## src/rtl/multicycle_main_control_if.sv

```systemverilog
`default_nettype none
// ============================================================================
// Module   : multicycle_main_control_if
// Brief    : Control/status bundle between the multicycle MIPS main-control
//            FSM (master) and the datapath it steers (slave).
// Revision : 1.0 - initial release
// ============================================================================
interface multicycle_main_control_if;
    logic [5:0] op;
    logic       zero;
    logic       mem_ready;
    logic       pc_en;
    logic       IorD;
    logic       MemRead;
    logic       MemWrite;
    logic       IRWrite;
    logic       RegDst;
    logic       MemtoReg;
    logic       RegWrite;
    logic       ALUSrcA;
    logic [1:0] ALUSrcB;
    logic [1:0] ALUOp;
    logic [1:0] PCSrc;
    logic       illegal_op;
    logic [3:0] state_o;

    modport master (
        input  op, zero, mem_ready,
        output pc_en, IorD, MemRead, MemWrite, IRWrite, RegDst, MemtoReg,
               RegWrite, ALUSrcA, ALUSrcB, ALUOp, PCSrc, illegal_op, state_o
    );

    modport slave (
        output op, zero, mem_ready,
        input  pc_en, IorD, MemRead, MemWrite, IRWrite, RegDst, MemtoReg,
               RegWrite, ALUSrcA, ALUSrcB, ALUOp, PCSrc, illegal_op, state_o
    );
endinterface
`default_nettype wire

```

## src/rtl/multicycle_main_control.sv

```systemverilog
`default_nettype none
// ============================================================================
// Module   : multicycle_main_control
// Brief    : Moore main-control FSM for the multicycle MIPS datapath.
// Revision : 1.0 - initial release
// ============================================================================
module multicycle_main_control #(
    parameter logic [5:0] OP_RTYPE = 6'b000000,
    parameter logic [5:0] OP_LW    = 6'b100011,
    parameter logic [5:0] OP_SW    = 6'b101011,
    parameter logic [5:0] OP_BEQ   = 6'b000100,
    parameter logic [5:0] OP_ADDI  = 6'b001000,
    parameter logic [5:0] OP_J     = 6'b000010
) (
    input  logic                         clk,
    input  logic                         rst_n,
    multicycle_main_control_if.master    bus
);

    typedef enum logic [3:0] {
        S_FETCH  = 4'd0,
        S_DECODE = 4'd1,
        S_MEMADR = 4'd2,
        S_MEMRD  = 4'd3,
        S_MEMWB  = 4'd4,
        S_MEMWR  = 4'd5,
        S_REX    = 4'd6,
        S_RWB    = 4'd7,
        S_BEQ    = 4'd8,
        S_AEX    = 4'd9,
        S_AWB    = 4'd10,
        S_JMP    = 4'd11
    } state_t;

    state_t     r_state;
    state_t     w_next;
    logic       w_pc_en, w_iord, w_memread, w_memwrite, w_irwrite;
    logic       w_regdst, w_memtoreg, w_regwrite, w_alusrca, w_illegal;
    logic [1:0] w_alusrcb, w_aluop, w_pcsrc;

    always_ff @(posedge clk or negedge rst_n) begin
        if (!rst_n) begin
            r_state <= S_FETCH;
        end else begin
            r_state <= w_next;
        end
    end

    always_comb begin
        w_next     = S_FETCH;
        w_pc_en    = 1'b0;
        w_iord     = 1'b0;
        w_memread  = 1'b0;
        w_memwrite = 1'b0;
        w_irwrite  = 1'b0;
        w_regdst   = 1'b0;
        w_memtoreg = 1'b0;
        w_regwrite = 1'b0;
        w_alusrca  = 1'b0;
        w_illegal  = 1'b0;
        w_alusrcb  = 2'b00;
        w_aluop    = 2'b00;
        w_pcsrc    = 2'b00;
        case (r_state)
            S_FETCH: begin
                w_memread = 1'b1;
                w_alusrcb = 2'b01;
                w_irwrite = bus.mem_ready;
                w_pc_en   = bus.mem_ready;
                w_next    = bus.mem_ready ? S_DECODE : S_FETCH;
            end
            S_DECODE: begin
                // ALU precomputes the branch target while the opcode is decoded
                w_alusrcb = 2'b11;
                case (bus.op)
                    OP_LW, OP_SW: w_next = S_MEMADR;
                    OP_RTYPE:     w_next = S_REX;
                    OP_BEQ:       w_next = S_BEQ;
                    OP_ADDI:      w_next = S_AEX;
                    OP_J:         w_next = S_JMP;
                    default: begin
                        w_illegal = 1'b1;
                        w_next    = S_FETCH;
                    end
                endcase
            end
            S_MEMADR: begin
                w_alusrca = 1'b1;
                w_alusrcb = 2'b10;
                w_next    = (bus.op == OP_LW) ? S_MEMRD : S_MEMWR;
            end
            S_MEMRD: begin
                w_memread = 1'b1;
                w_iord    = 1'b1;
                w_next    = bus.mem_ready ? S_MEMWB : S_MEMRD;
            end
            S_MEMWB: begin
                w_regwrite = 1'b1;
                w_memtoreg = 1'b1;
            end
            S_MEMWR: begin
                w_memwrite = 1'b1;
                w_iord     = 1'b1;
                w_next     = bus.mem_ready ? S_FETCH : S_MEMWR;
            end
            S_REX: begin
                w_alusrca = 1'b1;
                w_aluop   = 2'b10;
                w_next    = S_RWB;
            end
            S_RWB: begin
                w_regwrite = 1'b1;
                w_regdst   = 1'b1;
            end
            S_BEQ: begin
                w_alusrca = 1'b1;
                w_aluop   = 2'b01;
                w_pcsrc   = 2'b01;
                w_pc_en   = bus.zero;
            end
            S_AEX: begin
                w_alusrca = 1'b1;
                w_alusrcb = 2'b10;
                w_next    = S_AWB;
            end
            S_AWB: begin
                w_regwrite = 1'b1;
            end
            S_JMP: begin
                w_pcsrc = 2'b10;
                w_pc_en = 1'b1;
            end
            default: w_next = S_FETCH;
        endcase
    end

    // FETCH would otherwise request memory while reset is held
    assign bus.pc_en      = rst_n & w_pc_en;
    assign bus.IorD       = rst_n & w_iord;
    assign bus.MemRead    = rst_n & w_memread;
    assign bus.MemWrite   = rst_n & w_memwrite;
    assign bus.IRWrite    = rst_n & w_irwrite;
    assign bus.RegDst     = rst_n & w_regdst;
    assign bus.MemtoReg   = rst_n & w_memtoreg;
    assign bus.RegWrite   = rst_n & w_regwrite;
    assign bus.ALUSrcA    = rst_n & w_alusrca;
    assign bus.illegal_op = rst_n & w_illegal;
    assign bus.ALUSrcB    = {2{rst_n}} & w_alusrcb;
    assign bus.ALUOp      = {2{rst_n}} & w_aluop;
    assign bus.PCSrc      = {2{rst_n}} & w_pcsrc;
    assign bus.state_o    = r_state;

endmodule
`default_nettype wire
```

## src/flat_wrapper.sv

```systemverilog
// flat-port wrapper written by rule: the top's interface ports become plain ports
module multicycle_main_control_flat 
#(
    parameter logic [5:0] OP_RTYPE = 6'b000000,
    parameter logic [5:0] OP_LW    = 6'b100011,
    parameter logic [5:0] OP_SW    = 6'b101011,
    parameter logic [5:0] OP_BEQ   = 6'b000100,
    parameter logic [5:0] OP_ADDI  = 6'b001000,
    parameter logic [5:0] OP_J     = 6'b000010
)
  (clk, rst_n, bus_op, bus_zero, bus_mem_ready, bus_pc_en, bus_IorD, bus_MemRead, bus_MemWrite, bus_IRWrite, bus_RegDst, bus_MemtoReg, bus_RegWrite, bus_ALUSrcA, bus_ALUSrcB, bus_ALUOp, bus_PCSrc, bus_illegal_op, bus_state_o);
  multicycle_main_control_if bus_i ();
  input  logic clk;
  input  logic rst_n;
  input wire logic [$bits(bus_i.op)-1:0] bus_op;
  input wire logic [$bits(bus_i.zero)-1:0] bus_zero;
  input wire logic [$bits(bus_i.mem_ready)-1:0] bus_mem_ready;
  output wire logic [$bits(bus_i.pc_en)-1:0] bus_pc_en;
  output wire logic [$bits(bus_i.IorD)-1:0] bus_IorD;
  output wire logic [$bits(bus_i.MemRead)-1:0] bus_MemRead;
  output wire logic [$bits(bus_i.MemWrite)-1:0] bus_MemWrite;
  output wire logic [$bits(bus_i.IRWrite)-1:0] bus_IRWrite;
  output wire logic [$bits(bus_i.RegDst)-1:0] bus_RegDst;
  output wire logic [$bits(bus_i.MemtoReg)-1:0] bus_MemtoReg;
  output wire logic [$bits(bus_i.RegWrite)-1:0] bus_RegWrite;
  output wire logic [$bits(bus_i.ALUSrcA)-1:0] bus_ALUSrcA;
  output wire logic [$bits(bus_i.ALUSrcB)-1:0] bus_ALUSrcB;
  output wire logic [$bits(bus_i.ALUOp)-1:0] bus_ALUOp;
  output wire logic [$bits(bus_i.PCSrc)-1:0] bus_PCSrc;
  output wire logic [$bits(bus_i.illegal_op)-1:0] bus_illegal_op;
  output wire logic [$bits(bus_i.state_o)-1:0] bus_state_o;
  assign bus_i.op = bus_op;
  assign bus_i.zero = bus_zero;
  assign bus_i.mem_ready = bus_mem_ready;
  assign bus_pc_en = bus_i.pc_en;
  assign bus_IorD = bus_i.IorD;
  assign bus_MemRead = bus_i.MemRead;
  assign bus_MemWrite = bus_i.MemWrite;
  assign bus_IRWrite = bus_i.IRWrite;
  assign bus_RegDst = bus_i.RegDst;
  assign bus_MemtoReg = bus_i.MemtoReg;
  assign bus_RegWrite = bus_i.RegWrite;
  assign bus_ALUSrcA = bus_i.ALUSrcA;
  assign bus_ALUSrcB = bus_i.ALUSrcB;
  assign bus_ALUOp = bus_i.ALUOp;
  assign bus_PCSrc = bus_i.PCSrc;
  assign bus_illegal_op = bus_i.illegal_op;
  assign bus_state_o = bus_i.state_o;
  multicycle_main_control #(.OP_RTYPE(OP_RTYPE), .OP_LW(OP_LW), .OP_SW(OP_SW), .OP_BEQ(OP_BEQ), .OP_ADDI(OP_ADDI), .OP_J(OP_J)) u_core (.clk(clk), .rst_n(rst_n), .bus(bus_i));
endmodule
```

## config.mk

```make
export PLATFORM = sky130hd
export DESIGN_NAME = multicycle_main_control_flat
export DESIGN_NICKNAME = d
export VERILOG_FILES = /design/src/rtl/multicycle_main_control_if.sv /design/src/rtl/multicycle_main_control.sv /design/src/flat_wrapper.sv
export SDC_FILE = /design/constraint.sdc
export NUM_CORES = 1
export LEC_CHECK = 0
export CAP_MARGIN = 30
export CORE_AREA = 4 4 41 43
export CTS_BUF_LIST = sky130_fd_sc_hd__clkbuf_4 sky130_fd_sc_hd__clkbuf_8
export CTS_CLUSTER_DIAMETER = 50
export DETAILED_ROUTE_END_ITERATION = 12
export DIE_AREA = 0 0 45 47
export GPL_TIMING_DRIVEN = 0
export PLACE_DENSITY = 0.88
export SLEW_MARGIN = 20
export SYNTH_ARGS = -nofsm -noshare
export SYNTH_HDL_FRONTEND = slang
export SYNTH_SLANG_ARGS = --single-unit
```

## constraint.sdc

```tcl
create_clock -name clk -period 4.45 [get_ports clk]
set_clock_uncertainty 0.2 [all_clocks]
set_input_delay 1.1125 -clock clk [delete_from_list [all_inputs] [get_ports clk]]
set_output_delay 1.1125 -clock clk [all_outputs]
set_load 0.02 [all_outputs]
```

# After elaboration in Yosys (flattened, before gate mapping)
# Index checks and enable logic that the tools add are counted.
classes:
  eq_ne: 16
  bitwise_logic: 13
  reduce_logical: 9
  mux: 20
ops:
  columns: ["operator", "n"]
  rows:
  - ["case mux 4 bit (7 select lines)", 1]
  - ["case mux 4 bit (5 select lines)", 1]
  - ["equality test 4 x 3 -> 1 bit, second input constant", 4]
  - ["equality test 4 bit, second input constant", 4]
  - ["equality test 6 bit, second input constant", 2]
  - ["two-way mux 1 bit", 11]
  - ["bitwise AND 1 bit", 10]
  - ["two-way mux 3 bit", 3]
  - ["equality test 4 x 2 -> 1 bit, second input constant", 2]
  - ["case mux 2 bit (2 select lines)", 2]
  - ["OR reduction 2 bit", 4]
  - ["bitwise AND 2 bit", 3]
  - ["equality test 6 x 2 -> 1 bit, second input constant", 1]
  - ["equality test 6 x 3 -> 1 bit, second input constant", 1]
  - ["equality test 6 x 4 -> 1 bit, second input constant", 1]
  - ["logical NOT 6 bit", 1]
  - ["case mux 2 bit (3 select lines)", 1]
  - ["OR reduction 6 bit", 1]
  - ["equality test 4 x 1 -> 1 bit, second input constant", 1]
  - ["logical NOT 4 bit", 1]
  - ["OR reduction 4 bit", 1]
  - ["case mux 1 bit (3 select lines)", 1]
  - ["OR reduction 3 bit", 1]
totals:
  in_bits: 10
  register_bits: 4
  elab_cells: 59
  output_inout_bits: 20

# Logic depth before layout (Yosys ltp)
depth:
  depth_word: 5
  ltp_mapped: 5
  ltp_nobuf: 4

# Worst setup path after synthesis
# Ideal clock, no wire load.
synth_timing:
  path_kind: "input port to output port"
  from: "in rst_n"
  to: "out bus_illegal_op"
  arrival_ns: 2.101
  required_ns: 3.138
  path_stages: 3
  path_buffers: 0
  path_slack_ns: 1.036
  cell_sequence: "nand2b_1 > nor3_1 > o2111a_1"
synth_via:
  elab_chain_cells: 1
synth_lines:
  columns: ["item", "line", "rtl"]
  rows:
  - ["from (decl)", "flat_wrapper.sv:14", "input logic rst_n;"]
  - ["bitwise AND 1 bit", "multicycle_main_control.sv:147", "assign bus.illegal_op = rst_n & w_illegal;"]
  - ["to (decl)", "flat_wrapper.sv:30", "output wire logic [$bits(bus_i.illegal_op)-1:0] bus_illegal_op;"]
# Every way passes these cells.

# Worst setup path in the final report
layout_timing:
  from: "in bus_op[1]"
  to: "out bus_illegal_op"
layout_via:
  elab_chain_cells: 5
  word_cells_on_any_way: 10
  cone_classes: "eq/ne (5); mux (2); bitwise (1); reduce/logical (2)"
layout_lines:
  columns: ["item", "line", "rtl"]
  rows:
  - ["from (decl)", "flat_wrapper.sv:15", "input wire logic [$bits(bus_i.op)-1:0] bus_op;"]
  - ["equality test 6 bit (tied with other cells)", "multicycle_main_control.sv:75", "case (bus.op)"]
  - ["OR reduction 6 bit (no source line) (*)", null, null]
  - ["two-way mux 1 bit (*)", "multicycle_main_control.sv:75", null]
  - ["two-way mux 1 bit (*)", "multicycle_main_control.sv:64", "case (r_state)"]
  - ["bitwise AND 1 bit (*)", "multicycle_main_control.sv:147", null]
# Mark *: on every way between the ends. The rest lies on a longest branch, timed or not.

==> impl_metrics.xml <==
<?xml version="1.0" encoding="UTF-8"?>
<metrics>
  <group name="timing">
    <metric name="whs" unit="ps">586</metric>
    <metric name="timing.final.crit_share" unit="">0.942</metric>
    <metric name="sum_of_negative_setup_slack" unit="ps">0</metric>
    <metric name="final_count_of_negative_setup_slack_endpoints" unit="">0</metric>
    <metric name="worst-slew-pin-transition" unit="ps">424</metric>
    <metric name="max_clock_freq" unit="MHz">238</metric>
    <metric name="max-slew-margin-rel" unit="">0.718</metric>
    <metric name="period_minus_slack" unit="ps">4190</metric>
    <metric name="rsz0062_at_grt" unit="">false</metric>
    <metric name="report.final.slew_viol_count" unit="">0</metric>
    <metric name="finalHoldViolations" unit="">0</metric>
  </group>
  <group name="setup_path">
    <metric name="critical_path.slowest_cell" unit="">sky130_fd_sc_hd__clkdlybuf4s50_1</metric>
    <metric name="critical_path_class" unit="">primary input to output pin</metric>
    <metric name="critical-path-top-cell-by-count" unit="">sky130_fd_sc_hd__clkdlybuf4s50_1</metric>
    <metric name="crit_path_launch_type" unit="">primary input</metric>
    <metric name="crit_path_cell_trace" unit="">clkdlybuf4s50_1 &gt; nor4_1 &gt; or2b_1 &gt; o2111a_1 &gt; clkdlybuf4s50_1</metric>
    <metric name="required" unit="ps">3140</metric>
    <metric name="max_stage_delay" unit="ps">530</metric>
    <metric name="setup.worst_path.end_class" unit="">output pin</metric>
    <metric name="critPathArrivalTime" unit="ps">2880</metric>
    <metric name="timing.critical_path.fanout_max" unit="">5</metric>
  </group>
  <group name="floorplanning">
    <metric name="initial_core_util" unit="">0.417</metric>
    <metric name="boundaryPins" unit="">30</metric>
    <metric name="core" unit="sq um">1300</metric>
    <metric name="floorplan.die.width" unit="microns">45</metric>
    <metric name="placement_rows" unit="">13</metric>
    <metric name="design.die.area" unit="sq um">2120</metric>
    <metric name="die-height" unit="microns">47</metric>
  </group>
  <group name="synth">
    <metric name="ys_warn_count" unit="">0</metric>
    <metric name="share_of_synthesized_flip_flops_with_an_asynchronous_set_or_reset" unit="">1.00</metric>
    <metric name="synthTopCellsByArea" unit="">sky130_fd_sc_hd__dfrtp_1, sky130_fd_sc_hd__nor2_1, sky130_fd_sc_hd__nor3_1</metric>
    <metric name="synthCells" unit="">80</metric>
    <metric name="netlist.top_cell.by_area" unit="">sky130_fd_sc_hd__dfrtp_1</metric>
    <metric name="synth.lib_cells_used.distinct" unit="">37</metric>
    <metric name="synth_fp_nets" unit="">90</metric>
    <metric name="synth-seq-area-share" unit="">0.184</metric>
    <metric name="area_share_of_the_largest_cell_type_after_synthesis" unit="">0.184</metric>
    <metric name="number_of_synthesized_register_bits" unit="">4</metric>
    <metric name="avgSynthCellArea" unit="sq um">6.79</metric>
    <metric name="synth_enable_flop_cells" unit="">0</metric>
    <metric name="synth_area" unit="sq um">543</metric>
    <metric name="dominantRegCellSynth" unit="">sky130_fd_sc_hd__dfrtp_1</metric>
  </group>
  <group name="layout">
    <metric name="final_area" unit="sq um">877</metric>
    <metric name="max_ffs_per_register" unit="">4</metric>
    <metric name="layout-drive-gt1-share" unit="">0.0536</metric>
    <metric name="fin_nets" unit="">124</metric>
    <metric name="antennaDiodeCount" unit="">0</metric>
    <metric name="flow.area_growth_from_synthesis" unit="%">61.5</metric>
    <metric name="layout.cells.most_common" unit="">sky130_fd_sc_hd__clkdlybuf4s50_1</metric>
    <metric name="leading_cell_types_in_the_layout_fill_and_taps_excluded" unit="">sky130_fd_sc_hd__clkdlybuf4s50_1, sky130_fd_sc_hd__nor2_1, sky130_fd_sc_hd__nor3_1, sky130_fd_sc_hd__nand2_1, sky130_fd_sc_hd__nand2b_1</metric>
  </group>
  <group name="drt">
    <metric name="dr.first_iter.drc_count" unit="">28</metric>
    <metric name="routed_wire_length_per_instance" unit="microns">13.3</metric>
    <metric name="drtPass1Iterations" unit="">4</metric>
    <metric name="antenna_left" unit="">0</metric>
    <metric name="number_of_remaining_drc_errors" unit="">0</metric>
    <metric name="via_per_inst" unit="">5.86</metric>
    <metric name="routed_wl" unit="microns">1690</metric>
    <metric name="num_vias" unit="">744</metric>
  </group>
  <group name="cts">
    <metric name="cts_root_buffer" unit="">sky130_fd_sc_hd__clkbuf_4</metric>
    <metric name="number_of_buffers_created_by_cts" unit="">3</metric>
    <metric name="clock_tree.buffer_depth" unit="">2</metric>
    <metric name="cts.clk_slew.worst_paths" unit="ps">40</metric>
    <metric name="clock_sinks" unit="">4</metric>
    <metric name="ctsHtreeMaxLevel" unit="">1</metric>
    <metric name="cts_setup_buffers" unit="">0</metric>
    <metric name="clk_latency" unit="ps">230</metric>
    <metric name="tritoncts" unit="">built</metric>
  </group>
  <group name="global_routing">
    <metric name="global_route.usage.total" unit="">0.176</metric>
    <metric name="number_of_global_route_vias_before_repair" unit="">703</metric>
    <metric name="grt_pass1_wl" unit="microns">2840</metric>
    <metric name="grt_remaining_overflow" unit="">0</metric>
    <metric name="initial_antenna_violation_count" unit="">0</metric>
    <metric name="grt_max_degree" unit="">12</metric>
  </group>
  <group name="placement">
    <metric name="buffer_ports.inserted" unit="">29</metric>
    <metric name="placement.cell_area" unit="sq um">852</metric>
    <metric name="hpwl" unit="microns">1310</metric>
    <metric name="gp_congestion" unit="">0.879</metric>
  </group>
  <group name="job">
    <metric name="drv_cap" unit="">0</metric>
  </group>
  <group name="power_and_ir_drop">
    <metric name="static-leakage-power" unit="nW">0.310</metric>
    <metric name="vdd_ir_drop_max" unit="V">0.000138</metric>
    <metric name="power.density" unit="nW/um^2">245</metric>
  </group>
  <group name="hold_path">
    <metric name="worst_hold_path_type" unit="">primary input to async pin</metric>
  </group>
  <group name="status">
    <metric name="run_status" unit="">finished, final reports clean</metric>
  </group>
</metrics>
-- through the flow --
step	power, mW	setup slack [ps]	util	cells
6_report	0.215	257	0.674	127
5_1_grt	0.229	182	0.674	127
4_1_cts	0.215	73.0	0.672	127
3_5_place_dp	0.171	102	0.655	124
3_3_place_gp	0.169	117	0.655	124
2_1_floorplan	0.117	1040	-	80
-- kinds of logic (layout without fill, tap and decap cells) --
| kind of cell | Yosys count | count (layout) | share of synthesized area |
|---|---|---|---|
| AO/OA/AOI/OAI | 19 | 19 | 0.240 |
| XOR/XNOR | 3 | 3 | 0.0484 |
| buffers and inverters | 6 | 38 | 0.0438 |
| flip-flops | 4 | 4 | 0.184 |
| multiplexers | 1 | 1 | 0.0207 |
| AND/OR/NAND/NOR | 47 | 47 | 0.463 |
-- synth_stat cells (2+ instances only) --
master,instances
sky130_fd_sc_hd__nor3_1,7
sky130_fd_sc_hd__nor3b_1,3
sky130_fd_sc_hd__nand2_1,6
sky130_fd_sc_hd__clkbuf_1,2
sky130_fd_sc_hd__o21ai_0,3
sky130_fd_sc_hd__xnor2_1,2
sky130_fd_sc_hd__buf_1,2
sky130_fd_sc_hd__nor2_1,11
sky130_fd_sc_hd__a21oi_1,3
sky130_fd_sc_hd__nand2b_1,5
sky130_fd_sc_hd__nand3_1,3
sky130_fd_sc_hd__dfrtp_1,4
sky130_fd_sc_hd__nor2b_1,3
sky130_fd_sc_hd__or3_1,2
sky130_fd_sc_hd__a211oi_1,2
-- critical path, delay by kind of cell --
family	cells	cell delay, ps
and+or+nand+nor	2	620
buffers and inverters	2	1020
AOI/OAI and AO/OA	1	120
-- final timing paths --
kind,from,end,slack (ps),cells after the start
worst max register to register,u_core.bus.state_o[1],u_core.bus.state_o[2],2720,5
min in group clk,u_core.bus.state_o[0],u_core.bus.state_o[3],610,3
worst min register to register,u_core.bus.state_o[0],u_core.bus.state_o[3],610,3
max in group asynchronous,rst_n,u_core.bus.state_o[0],3180,1
worst min-delay path,rst_n,u_core.bus.state_o[2],590,1
worst max-delay path,bus_op[1],bus_illegal_op,260,5
-- layer usage --
layer	up-vias	share of wire	track usage
met5	-	0	0
met4	0	0.0059	0.0585
met3	2	0.11	0.0192
met2	45	0.50	0.328
met1	337	0.38	0.209
li1	360	-	-
-- timing repair --
action | 4_1_cts | 5_1_grt
gates resized for setup | 0 | 1
hold buffers | 0 | 0
setup endpoints to repair | 0 | 1
-- power breakdown --
group / internal, mW / leakage [nW] / switching [mW]
registers: 0.0407 / 0.0540 / 0.00573
logic: 0.0556 / 0.242 / 0.0689
clock network: 0.0301 / 0.0138 / 0.0139
-- cell type report --
class / count / area [sq um]
plain buffers: 5 / 20.0
fillers: 120 / 424
repair buffers: 29 / 293
inverters: 1 / 3.75
flip-flops and latches: 4 / 100
clock buffers: 3 / 22.5
well taps: 15 / 18.8
multi-input cells: 70 / 419
No activity file was read; power rests on OpenSTA's default activity.
